### src/rtl/fmc_adc_mezzanine_lite.sv
// Lightweight FMC ADC acquisition core: Wishbone register bank, trigger
// sources (software, delayed external, time, per-channel threshold) and a
// multishot acquisition FSM driving a sample-store strobe.
module fmc_adc_mezzanine_lite #(
    parameter int unsigned g_multishot_ram_size = 2048
) (
    input  logic        sys_clk_i,
    input  logic        sys_rst_n_i,
    input  logic [7:0]  wb_adr_i,
    input  logic [31:0] wb_dat_i,
    output logic [31:0] wb_dat_o,
    input  logic        wb_cyc_i,
    input  logic        wb_stb_i,
    input  logic        wb_we_i,
    input  logic [3:0]  wb_sel_i,
    output logic        wb_ack_o,
    output logic        wb_stall_o,
    input  logic [63:0] adc_data_i,
    input  logic        adc_valid_i,
    input  logic        ext_trigger_i,
    input  logic        time_trig_i,
    output logic [63:0] smp_data_o,
    output logic        smp_wr_o,
    output logic [2:0]  acq_fsm_state_o,
    output logic        trig_irq_o,
    output logic        acq_end_irq_o,
    output logic        acq_cfg_ok_o
);

    typedef enum logic [2:0] {
        ST_IDLE      = 3'd1,
        ST_PRE_TRIG  = 3'd2,
        ST_WAIT_TRIG = 3'd3,
        ST_POST_TRIG = 3'd4,
        ST_TRIG_TAG  = 3'd5,
        ST_DECR_SHOT = 3'd6
    } state_t;

    state_t      state;

    // Host-visible configuration registers
    logic [31:0] trig_en;
    logic [31:0] ext_dly;
    logic [15:0] shots_nb;
    logic [31:0] pre_samples;
    logic [31:0] post_samples;
    logic [31:0] thres [4];

    // Status / counters
    logic [15:0] remaining;
    logic [31:0] samples_cnt;
    logic [31:0] smp_cnt;

    // Copies latched at start so host writes only apply to the next acquisition
    logic [31:0] act_pre;
    logic [31:0] act_post;
    logic [31:0] act_trig_en;
    logic [31:0] act_dly;
    logic [31:0] act_thres [4];

    // Trigger path
    logic        ext_s1, ext_s2, ext_s3;
    logic        ext_edge;
    logic        dly_run;
    logic [31:0] dly_cnt;
    logic        ext_fire;
    logic [3:0]  ch_armed;
    logic [3:0]  ch_fire;
    logic [3:0]  ch_below;
    logic [3:0]  ch_ge;
    logic        trig_any;

    // Bus decode
    logic        wb_acc;
    logic        wb_wr;
    logic [5:0]  reg_sel;
    logic        start_req;
    logic        stop_req;
    logic        sw_trig;
    logic        start_go;
    logic        cfg_ok;
    logic [32:0] pre_post_sum;
    logic [31:0] rd_data;
    logic        unused_ok;

    assign wb_stall_o      = 1'b0;
    assign wb_acc          = wb_cyc_i & wb_stb_i;
    assign wb_wr           = wb_acc & wb_we_i;
    assign reg_sel         = wb_adr_i[7:2];
    assign start_req       = wb_wr && (reg_sel == 6'h00) && wb_dat_i[0];
    assign stop_req        = wb_wr && (reg_sel == 6'h00) && wb_dat_i[1];
    assign sw_trig         = wb_wr && (reg_sel == 6'h04);
    assign pre_post_sum    = {1'b0, pre_samples} + {1'b0, post_samples};
    assign cfg_ok          = (post_samples != 32'd0) && (shots_nb != 16'd0) &&
                             ((shots_nb == 16'd1) ||
                              (pre_post_sum <= 33'(g_multishot_ram_size)));
    assign start_go        = start_req && !stop_req && (state == ST_IDLE) && cfg_ok;
    assign acq_cfg_ok_o    = cfg_ok;
    assign acq_fsm_state_o = state;
    assign ext_edge        = ext_s2 & ~ext_s3;
    assign trig_any        = (act_trig_en[2] & sw_trig) |
                             (act_trig_en[1] & ext_fire) |
                             (act_trig_en[4] & time_trig_i) |
                             (|(act_trig_en[11:8] & ch_fire));
    assign unused_ok       = ^{wb_sel_i, wb_adr_i[1:0], act_trig_en[31:12],
                               act_trig_en[7:5], act_trig_en[3], act_trig_en[0]};

    // Register write port
    always_ff @(posedge sys_clk_i or negedge sys_rst_n_i) begin
        if (!sys_rst_n_i) begin
            trig_en      <= 32'h4;
            ext_dly      <= '0;
            shots_nb     <= '0;
            pre_samples  <= '0;
            post_samples <= '0;
            for (int unsigned i = 0; i < 4; i++) thres[i] <= '0;
        end else if (wb_wr) begin
            case (reg_sel)
                6'h02:   trig_en      <= wb_dat_i;
                6'h03:   ext_dly      <= wb_dat_i;
                6'h05:   shots_nb     <= wb_dat_i[15:0];
                6'h06:   pre_samples  <= wb_dat_i;
                6'h07:   post_samples <= wb_dat_i;
                6'h0C, 6'h0D, 6'h0E, 6'h0F: thres[reg_sel[1:0]] <= wb_dat_i;
                default: ;
            endcase
        end
    end

    // Read data multiplexer
    always_comb begin
        rd_data = '0;
        case (reg_sel)
            6'h01:   rd_data = {26'd0, cfg_ok, 1'b1, 1'b1, state};
            6'h02:   rd_data = trig_en;
            6'h03:   rd_data = ext_dly;
            6'h05:   rd_data = {remaining, shots_nb};
            6'h06:   rd_data = pre_samples;
            6'h07:   rd_data = post_samples;
            6'h08:   rd_data = samples_cnt;
            6'h0C, 6'h0D, 6'h0E, 6'h0F: rd_data = thres[reg_sel[1:0]];
            default: rd_data = '0;
        endcase
    end

    // Single-cycle acknowledge with read data captured at accept
    always_ff @(posedge sys_clk_i or negedge sys_rst_n_i) begin
        if (!sys_rst_n_i) begin
            wb_ack_o <= 1'b0;
            wb_dat_o <= '0;
        end else begin
            wb_ack_o <= wb_acc;
            if (wb_acc && !wb_we_i) wb_dat_o <= rd_data;
        end
    end

    // External trigger synchroniser, edge detect and programmable delay
    always_ff @(posedge sys_clk_i or negedge sys_rst_n_i) begin
        if (!sys_rst_n_i) begin
            ext_s1   <= 1'b0;
            ext_s2   <= 1'b0;
            ext_s3   <= 1'b0;
            dly_run  <= 1'b0;
            dly_cnt  <= '0;
            ext_fire <= 1'b0;
        end else begin
            ext_s1   <= ext_trigger_i;
            ext_s2   <= ext_s1;
            ext_s3   <= ext_s2;
            ext_fire <= 1'b0;
            // Delays of 0 and 1 both fire on the cycle after the edge
            if (dly_run) begin
                if (dly_cnt == 32'd1) begin
                    ext_fire <= 1'b1;
                    dly_run  <= 1'b0;
                end else begin
                    dly_cnt <= dly_cnt - 32'd1;
                end
            end else if (ext_edge) begin
                if (act_dly <= 32'd1) begin
                    ext_fire <= 1'b1;
                end else begin
                    dly_cnt <= act_dly - 32'd1;
                    dly_run <= 1'b1;
                end
            end
        end
    end

    // Per-channel threshold compares against the latched thresholds
    always_comb begin
        ch_below = '0;
        ch_ge    = '0;
        for (int unsigned i = 0; i < 4; i++) begin
            ch_below[i] = $signed({adc_data_i[16*i+15], adc_data_i[16*i +: 16]}) <
                          ($signed({act_thres[i][15], act_thres[i][15:0]}) -
                           $signed({1'b0, act_thres[i][31:16]}));
            ch_ge[i]    = $signed(adc_data_i[16*i +: 16]) >= $signed(act_thres[i][15:0]);
        end
    end

    // Threshold arm/fire with hysteresis, re-armed only after dropping below
    always_ff @(posedge sys_clk_i or negedge sys_rst_n_i) begin
        if (!sys_rst_n_i) begin
            ch_armed <= '0;
            ch_fire  <= '0;
        end else begin
            ch_fire <= '0;
            if (start_go) begin
                ch_armed <= '0;
            end else if (adc_valid_i) begin
                for (int unsigned i = 0; i < 4; i++) begin
                    if (ch_armed[i] && ch_ge[i]) begin
                        ch_fire[i]  <= 1'b1;
                        ch_armed[i] <= 1'b0;
                    end else if (ch_below[i]) begin
                        ch_armed[i] <= 1'b1;
                    end
                end
            end
        end
    end

    // Acquisition FSM with sample counting and registered outputs
    always_ff @(posedge sys_clk_i or negedge sys_rst_n_i) begin
        if (!sys_rst_n_i) begin
            state         <= ST_IDLE;
            remaining     <= '0;
            samples_cnt   <= '0;
            smp_cnt       <= '0;
            act_pre       <= '0;
            act_post      <= '0;
            act_trig_en   <= '0;
            act_dly       <= '0;
            for (int unsigned i = 0; i < 4; i++) act_thres[i] <= '0;
            trig_irq_o    <= 1'b0;
            acq_end_irq_o <= 1'b0;
            smp_wr_o      <= 1'b0;
            smp_data_o    <= '0;
        end else begin
            trig_irq_o    <= 1'b0;
            acq_end_irq_o <= 1'b0;
            smp_data_o    <= adc_data_i;
            smp_wr_o      <= adc_valid_i && ((state == ST_PRE_TRIG) ||
                                             (state == ST_WAIT_TRIG) ||
                                             (state == ST_POST_TRIG));
            if (stop_req) begin
                state <= ST_IDLE;
            end else begin
                case (state)
                    ST_IDLE: begin
                        if (start_go) begin
                            remaining   <= shots_nb;
                            samples_cnt <= '0;
                            smp_cnt     <= '0;
                            act_pre     <= pre_samples;
                            act_post    <= post_samples;
                            act_trig_en <= trig_en;
                            act_dly     <= ext_dly;
                            for (int unsigned i = 0; i < 4; i++) act_thres[i] <= thres[i];
                            state <= (pre_samples == 32'd0) ? ST_WAIT_TRIG : ST_PRE_TRIG;
                        end
                    end
                    ST_PRE_TRIG: begin
                        if (act_pre == 32'd0) begin
                            state <= ST_WAIT_TRIG;
                        end else if (adc_valid_i) begin
                            if (smp_cnt + 32'd1 == act_pre) begin
                                smp_cnt <= '0;
                                state   <= ST_WAIT_TRIG;
                            end else begin
                                smp_cnt <= smp_cnt + 32'd1;
                            end
                        end
                    end
                    ST_WAIT_TRIG: begin
                        if (trig_any) begin
                            trig_irq_o <= 1'b1;
                            smp_cnt    <= '0;
                            state      <= ST_POST_TRIG;
                        end
                    end
                    ST_POST_TRIG: begin
                        if (adc_valid_i) begin
                            samples_cnt <= samples_cnt + 32'd1;
                            if (smp_cnt + 32'd1 == act_post) begin
                                smp_cnt <= '0;
                                state   <= ST_TRIG_TAG;
                            end else begin
                                smp_cnt <= smp_cnt + 32'd1;
                            end
                        end
                    end
                    ST_TRIG_TAG: state <= ST_DECR_SHOT;
                    ST_DECR_SHOT: begin
                        if (remaining > 16'd1) begin
                            remaining <= remaining - 16'd1;
                            state     <= (act_pre == 32'd0) ? ST_WAIT_TRIG : ST_PRE_TRIG;
                        end else begin
                            remaining     <= '0;
                            acq_end_irq_o <= 1'b1;
                            state         <= ST_IDLE;
                        end
                    end
                    default: state <= ST_IDLE;
                endcase
            end
        end
    end

endmodule

### config.mk
export PLATFORM = sky130hd
export DESIGN_NAME = fmc_adc_mezzanine_lite
export DESIGN_NICKNAME = d
export VERILOG_FILES = /design/src/rtl/fmc_adc_mezzanine_lite.sv
export SDC_FILE = /design/constraint.sdc
export NUM_CORES = 2
export LEC_CHECK = 0
export CAP_MARGIN = 20
export CORE_MARGIN = 2
export CORE_UTILIZATION = 30
export DETAILED_ROUTE_END_ITERATION = 8
export GPL_TIMING_DRIVEN = 0
export PLACE_DENSITY_LB_ADDON = 0.1
export SETUP_SLACK_MARGIN = 0.4
export SLEW_MARGIN = 20
export SYNTH_ARGS = -nofsm -noshare
export SYNTH_HDL_FRONTEND = slang
export SYNTH_SLANG_ARGS = --single-unit
### constraint.sdc
create_clock -name sys_clk_i -period 4.8 [get_ports sys_clk_i]
set_clock_uncertainty 0.15 [all_clocks]
set_input_delay 0.96 -clock sys_clk_i [delete_from_list [all_inputs] [get_ports sys_clk_i]]
set_output_delay 0.96 -clock sys_clk_i [all_outputs]
set_load 0.05 [all_outputs]
# Word-level counts from Yosys, hierarchy flattened
# Index checks and enable logic that the tools add are counted.
dict set report totals {
  ff_bits 736
  in_bits 116
}
dict set report op_classes {
  addsub 10
  magnitude_cmp 13
  eq_ne 35
  muxes 66
  n_bitwise 13
  n_reduce_logical 53
}
# cell count
set op_table {}
lappend op_table {{two-way mux 32 bit} 15}
lappend op_table {{one-hot mux 32 bit (8 select lines)} 1}
lappend op_table {{bitwise mux 128 bit} 1}
lappend op_table {{one-hot mux 32 bit (4 select lines)} 1}
lappend op_table {{less-than comparator 16 x 17 -> 1 bit} 4}
lappend op_table {{subtractor 16 x 17 -> 17 bit} 4}
lappend op_table {{adder 32 x 1 -> 32 bit (second input constant)} 2}
lappend op_table {{binary-select mux 32 bit (select 2 bit)} 1}
lappend op_table {{demux 32 bit (select 2 bit)} 1}
lappend op_table {{== test 32 bit} 2}
lappend op_table {{greater-or-equal comparator 16 bit} 4}
lappend op_table {{logical NOT 32 bit} 2}
lappend op_table {{one-hot mux 32 bit (2 select lines)} 1}
lappend op_table {{subtractor 32 x 1 -> 32 bit (second input constant)} 2}
lappend op_table {{adder 32 x 32 -> 33 bit} 1}
lappend op_table {{<= comparator 33 x 12 -> 1 bit (second input constant)} 1}
lappend op_table {{== test 32 x 1 -> 1 bit (second input constant)} 1}
lappend op_table {{<= comparator 32 x 1 -> 1 bit (second input constant)} 1}
lappend op_table {{two-way mux 16 bit} 2}
lappend op_table {{one-hot mux 16 bit (2 select lines)} 1}
lappend op_table {{nonzero test 32 bit} 1}
lappend op_table {{== test 6 x 4 -> 1 bit (second input constant)} 5}
lappend op_table {{two-way mux 1 bit} 28}
lappend op_table {{== test 6 x 3 -> 1 bit (second input constant)} 4}
lappend op_table {{other kinds (38)} 104}

# Logic depth before layout (Yosys ltp)
dict set report logic_depth {
  depth_word 11
  mapped_depth 23
}

# Worst setup path after synthesis
# OpenSTA, ideal clock, no wires.
dict set report synth_timing {
  path_type {register to output}
  startpoint {reg pre_samples[0]}
  endpoint {out acq_cfg_ok_o}
  t_arrival_ns 3.920
  required_time_ns 3.690
  path_slack_ns -0.230
  stages_incl_launch_ff 13
  path_buffers 0
  path_cell_list {dfrtp_1 -> ha_1 -> fa_1 -> a21o_1 -> a2111oi_0 -> o21bai_1 -> o2111ai_1 -> or4_1 -> o41a_1 -> a2111o_1 -> nor2_1 -> nand4_1 -> a21oi_1}
}
dict set report synth_between {
  elab_chain_len 4
}
# element line
set synth_rtl {}
lappend synth_rtl {{start, declared} 45} ;# logic [31:0] pre_samples;
lappend synth_rtl {{start signal, assigned} 122} ;# 6'h06: pre_samples <= wb_dat_i;
lappend synth_rtl {{adder 32 x 32 -> 33 bit} 93} ;# assign pre_post_sum = {1'b0, pre_samples} + {1'b0, post_samples};
lappend synth_rtl {{<= comparator 33 x 12 -> 1 bit} 96} ;# (pre_post_sum <= 33'(g_multishot_ram_size)));
lappend synth_rtl {{logical OR 1 bit} 95} ;# ((shots_nb == 16'd1) ||
lappend synth_rtl {{logical AND 1 bit} 94} ;# assign cfg_ok = (post_samples != 32'd0) && (shots_nb != 16'd0) &&
lappend synth_rtl {{end, declared} 27} ;# output logic acq_cfg_ok_o
# Every way passes these cells.

# Final worst setup path
dict set report layout_timing {
  startpoint {reg post_samples[8]}
  endpoint {out acq_cfg_ok_o}
}
dict set report layout_between {
  elab_chain_len 4
  elab_cells_between_ends 6
  cone_classes {1 x add/sub; 1 x order compare; 4 x reduce/logical}
}
# element line
set layout_rtl {}
lappend layout_rtl {{start, declared} 46} ;# logic [31:0] post_samples;
lappend layout_rtl {{start signal, assigned} 123} ;# 6'h07: post_samples <= wb_dat_i;
lappend layout_rtl {{adder 32 x 32 -> 33 bit} 93}
lappend layout_rtl {{<= comparator 33 x 12 -> 1 bit} 96}
lappend layout_rtl {{logical OR 1 bit} 95}
lappend layout_rtl {{logical AND 1 bit (*)} 94}
# Mark *: on every way between the ends. The rest lies on a longest branch, timed or not.

==> summary.md <==
| Metric | Value |
|---|---|
| Failing checks | negative setup slack |
| RSZ-0062 raised after global routing | yes |
| Max Cap Viol | 0 |
| Die area | 139000 µm² |
| Area occupied by multi-input gates | 22000 µm² |
| Sequential Area | 18300 µm² |
| Top-Level Pins | 221 |
| EDFF count, synth | 0 |
| Final Hold Violating Endpoints | 0 |
| Max Slew Vio Count | 0 |
| Initial Util | 30.2% |
| Ranking of synthesized cells by area | dfrtp_1 45%, mux2_2 8.0%, ha_1 7.1%, nand2_1 5.2%, o21ai_0 3.2% |
| Vias | 34194 |
| Reg clk slew, reported paths | 60 ps |
| Yosys reg bits | 731 |
| Synth Flop Type | dfrtp_1 |
| WP data required | 3690 ps |
| # rows | 135 |
| CP arrival | 4430 ps |
| Status | finished with violations |
| DRT Pass-1 Iters | 9 |
| Mapped Cells | 4109 |
| Drt drc | 0 |
| Clock Sink Count | 731 |
| Core area | 135000 µm² |
| Highest clock rate | 0.181 GHz |
| Commonest cells after routing, fill and taps aside | 692 x dfrtp_1, 451 x nand2_1, 289 x mux2_2 |
| Commonest non-fill, non-tap cell in the layout | dfrtp_1 |
| Critical path endpoint category | output pin |
| Yosys top cell by area | dfrtp_1 |
| Cells along the critical path | ha_1, clkbuf_2, a21oi_1, o21ai_0, a2111oi_0, a21oi_2, a221oi_1, xor2_1, nand4_1, a21oi_4, buf_6 |
| Final hold slack | 214 ps |
| Slowest CP cell | dfrtp_1 |
| Area growth syn-to-layout | 24.6% |
| Syn_nets | 4462 |
| Lkg Pwr | 22.8 nW |
| Post-route clock period utilization | 115% |
| Fraction of layout cells with a size suffix above 1 | 19.7% |
| Worst stage delay on the critical path | 680 ps |
| Routed vias/inst | 5.40 |
| Clk Latency, worst-skew pair | 710 ps |
| Setup TNS Final | -96550 ps |
| Initial antenna violation count | 12 |
| Final net count | 4824 |
| Post-synth ARST share | 100% |
| Final Instance Area | 50900 µm² |
| Die H | 373 µm |
| Vias in the first global route | 32911 |
| Max-slew headroom | 19.1% |
| Post-synthesis cell type count | 96 |
| Largest net degree at the start of global routing | 90 |
| VDD IR max | 0.000284 V |
| Syn Std Cell Area | 40900 µm² |
| Pwr/cell area | 362 nW/µm² |
| Final setup viols | 321 |
| Root Driver | clkbuf_16 |
| H-Tree Depth | 3 |
| Instance area after placement | 45600 µm² |
| Sequential fraction of the synthesis area | 44.8% |
| Die X | 373 µm |
| Tmin final | 5540 ps |
| Overflow after GRT | 0 |
| Syn. warnings | 0 |
| CP Class | reg2out |
| Fillcell total | 13541 |
| GPL Wtd Cong | 0.950 |
| Worst Slack Setup Final | -737 ps |
| Dpl hpwl | 126000 µm |
| Worst Hold Class | reg2reg |
| DR iter-0 viols | 3177 |
| Measured slew at the worst slew-check pin | 1210 ps |
| Worst setup SP type | register |
| GRT Overall Usage | 23.4% |
| Top-area cell type share of the netlist area | 44.7% |
| I/O Buffers | 210 |
| Syn_area_per_cell | 9.94 µm² |
| Routed Antenna Nets | 0 |
| WL per Instance | 26.4 µm |
| TritonCTS clock tree | done |
| TritonCTS Buffers | 91 |
| Final Util | 37.6% |
| Worst-case clock buffer depth | 3 |
| Detailed Route WL | 167000 µm |
| First-pass GRT wire length | 240000 µm |
| Biggest regs | act_thres x128, thres x128, smp_data_o x64 |
| Crit Path Max Fanout | 10 |
[repair_timing]
item	CTS	global route
setup buffers	25	8
endpoints found under the hold margin	35	0
pin swaps	16	32
setup endpoints to repair	324	330
resized for setup	174	258
cloned	3	12
hold buffers	1	0
[power breakdown]
group	switching (mW)	total [mW]	leakage, nW	internal, mW
combinational	2.20	3.75	12.1	1.55
clock	3.06	7.51	1.58	4.45
sequential	0.598	7.19	9.08	6.59
total	5.86	18.4	22.8	12.6
[cell families (layout without fill, tap and decap cells)]
family | after synthesis | count (layout) | share of synthesized area (%)
buf+inv | 397 | 835 | 3.87
mux | 336 | 336 | 10.1
simple gates | 1327 | 1327 | 15.2
fa+ha+maj | 238 | 238 | 7.38
xor+xnor | 221 | 221 | 4.74
flops | 731 | 731 | 44.8
compound gates | 858 | 858 | 13.9
other cells | 1 | 6 | 0.00918
[metrics by stage]
stage	cells	power (mW)	setup WS, ps
after global placement	6100	10.7	-33470
after CTS	6308	18.5	-862
after detailed placement	6110	10.7	-1890
after floorplan	4109	9.36	246
after global routing	6330	19.3	-862
final	6333	18.4	-737
[cells in the mapped netlist (all sizes together), types with 77 or more instances]
master and count:
a21oi 131, clkbuf 157, dfrtp 729, ha 232, inv 188, mux2 289, nand2 568, nand3 119
nor2 227, nor3 77, o21ai 289, xnor2 113, xor2 108
[layer usage]
metal | global-route usage (%) | share of wire (%)
met5 | 0 | 0.0078
met4 | 6.53 | 2.8
met3 | 3.31 | 6.4
met2 | 34.3 | 42
met1 | 35.6 | 48
[worst paths after layout]
path                                 startpoint            end  slack [ps]  depth (start not counted)
worst max-delay path            post_samples[8]   acq_cfg_ok_o        -740                         11
worst max register to register   pre_samples[3]    smp_cnt[11]        -540                         18
max in group asynchronous           sys_rst_n_i    wb_dat_o[5]        1870                          6
worst min-delay path                     ext_s1         ext_s2         210                          0
min in group asynchronous           sys_rst_n_i  smp_data_o[1]         610                          2
worst min register to register           ext_s1         ext_s2         210                          0
[area by class of cell]
| type | instances | share of cell area, % |
|---|---|---|
| Sequential cell | 731 | 36.0 |
| Tap cell | 1781 | 4.38 |
| Timing Repair Buffer | 269 | 6.03 |
| Clock buffer | 118 | 5.01 |
| Multi-Input combinational cell | 2981 | 43.2 |
| Inverter | 189 | 1.39 |
| Buffer | 208 | 2.55 |
| Antenna cell | 5 | 0.0246 |
| Clock inverter | 51 | 1.44 |
[worst max-delay path: cells and delay by family, from the launching register on]
family	cells	cell delay, ps
flip-flops	1	680
buffers and inverters	2	380
AO/OA/AOI/OAI	6	1760
adder cells (fa/ha/maj)	1	330
AND/OR/NAND/NOR	1	230
XOR/XNOR	1	350
No activity file was read; power rests on OpenSTA's default activity.
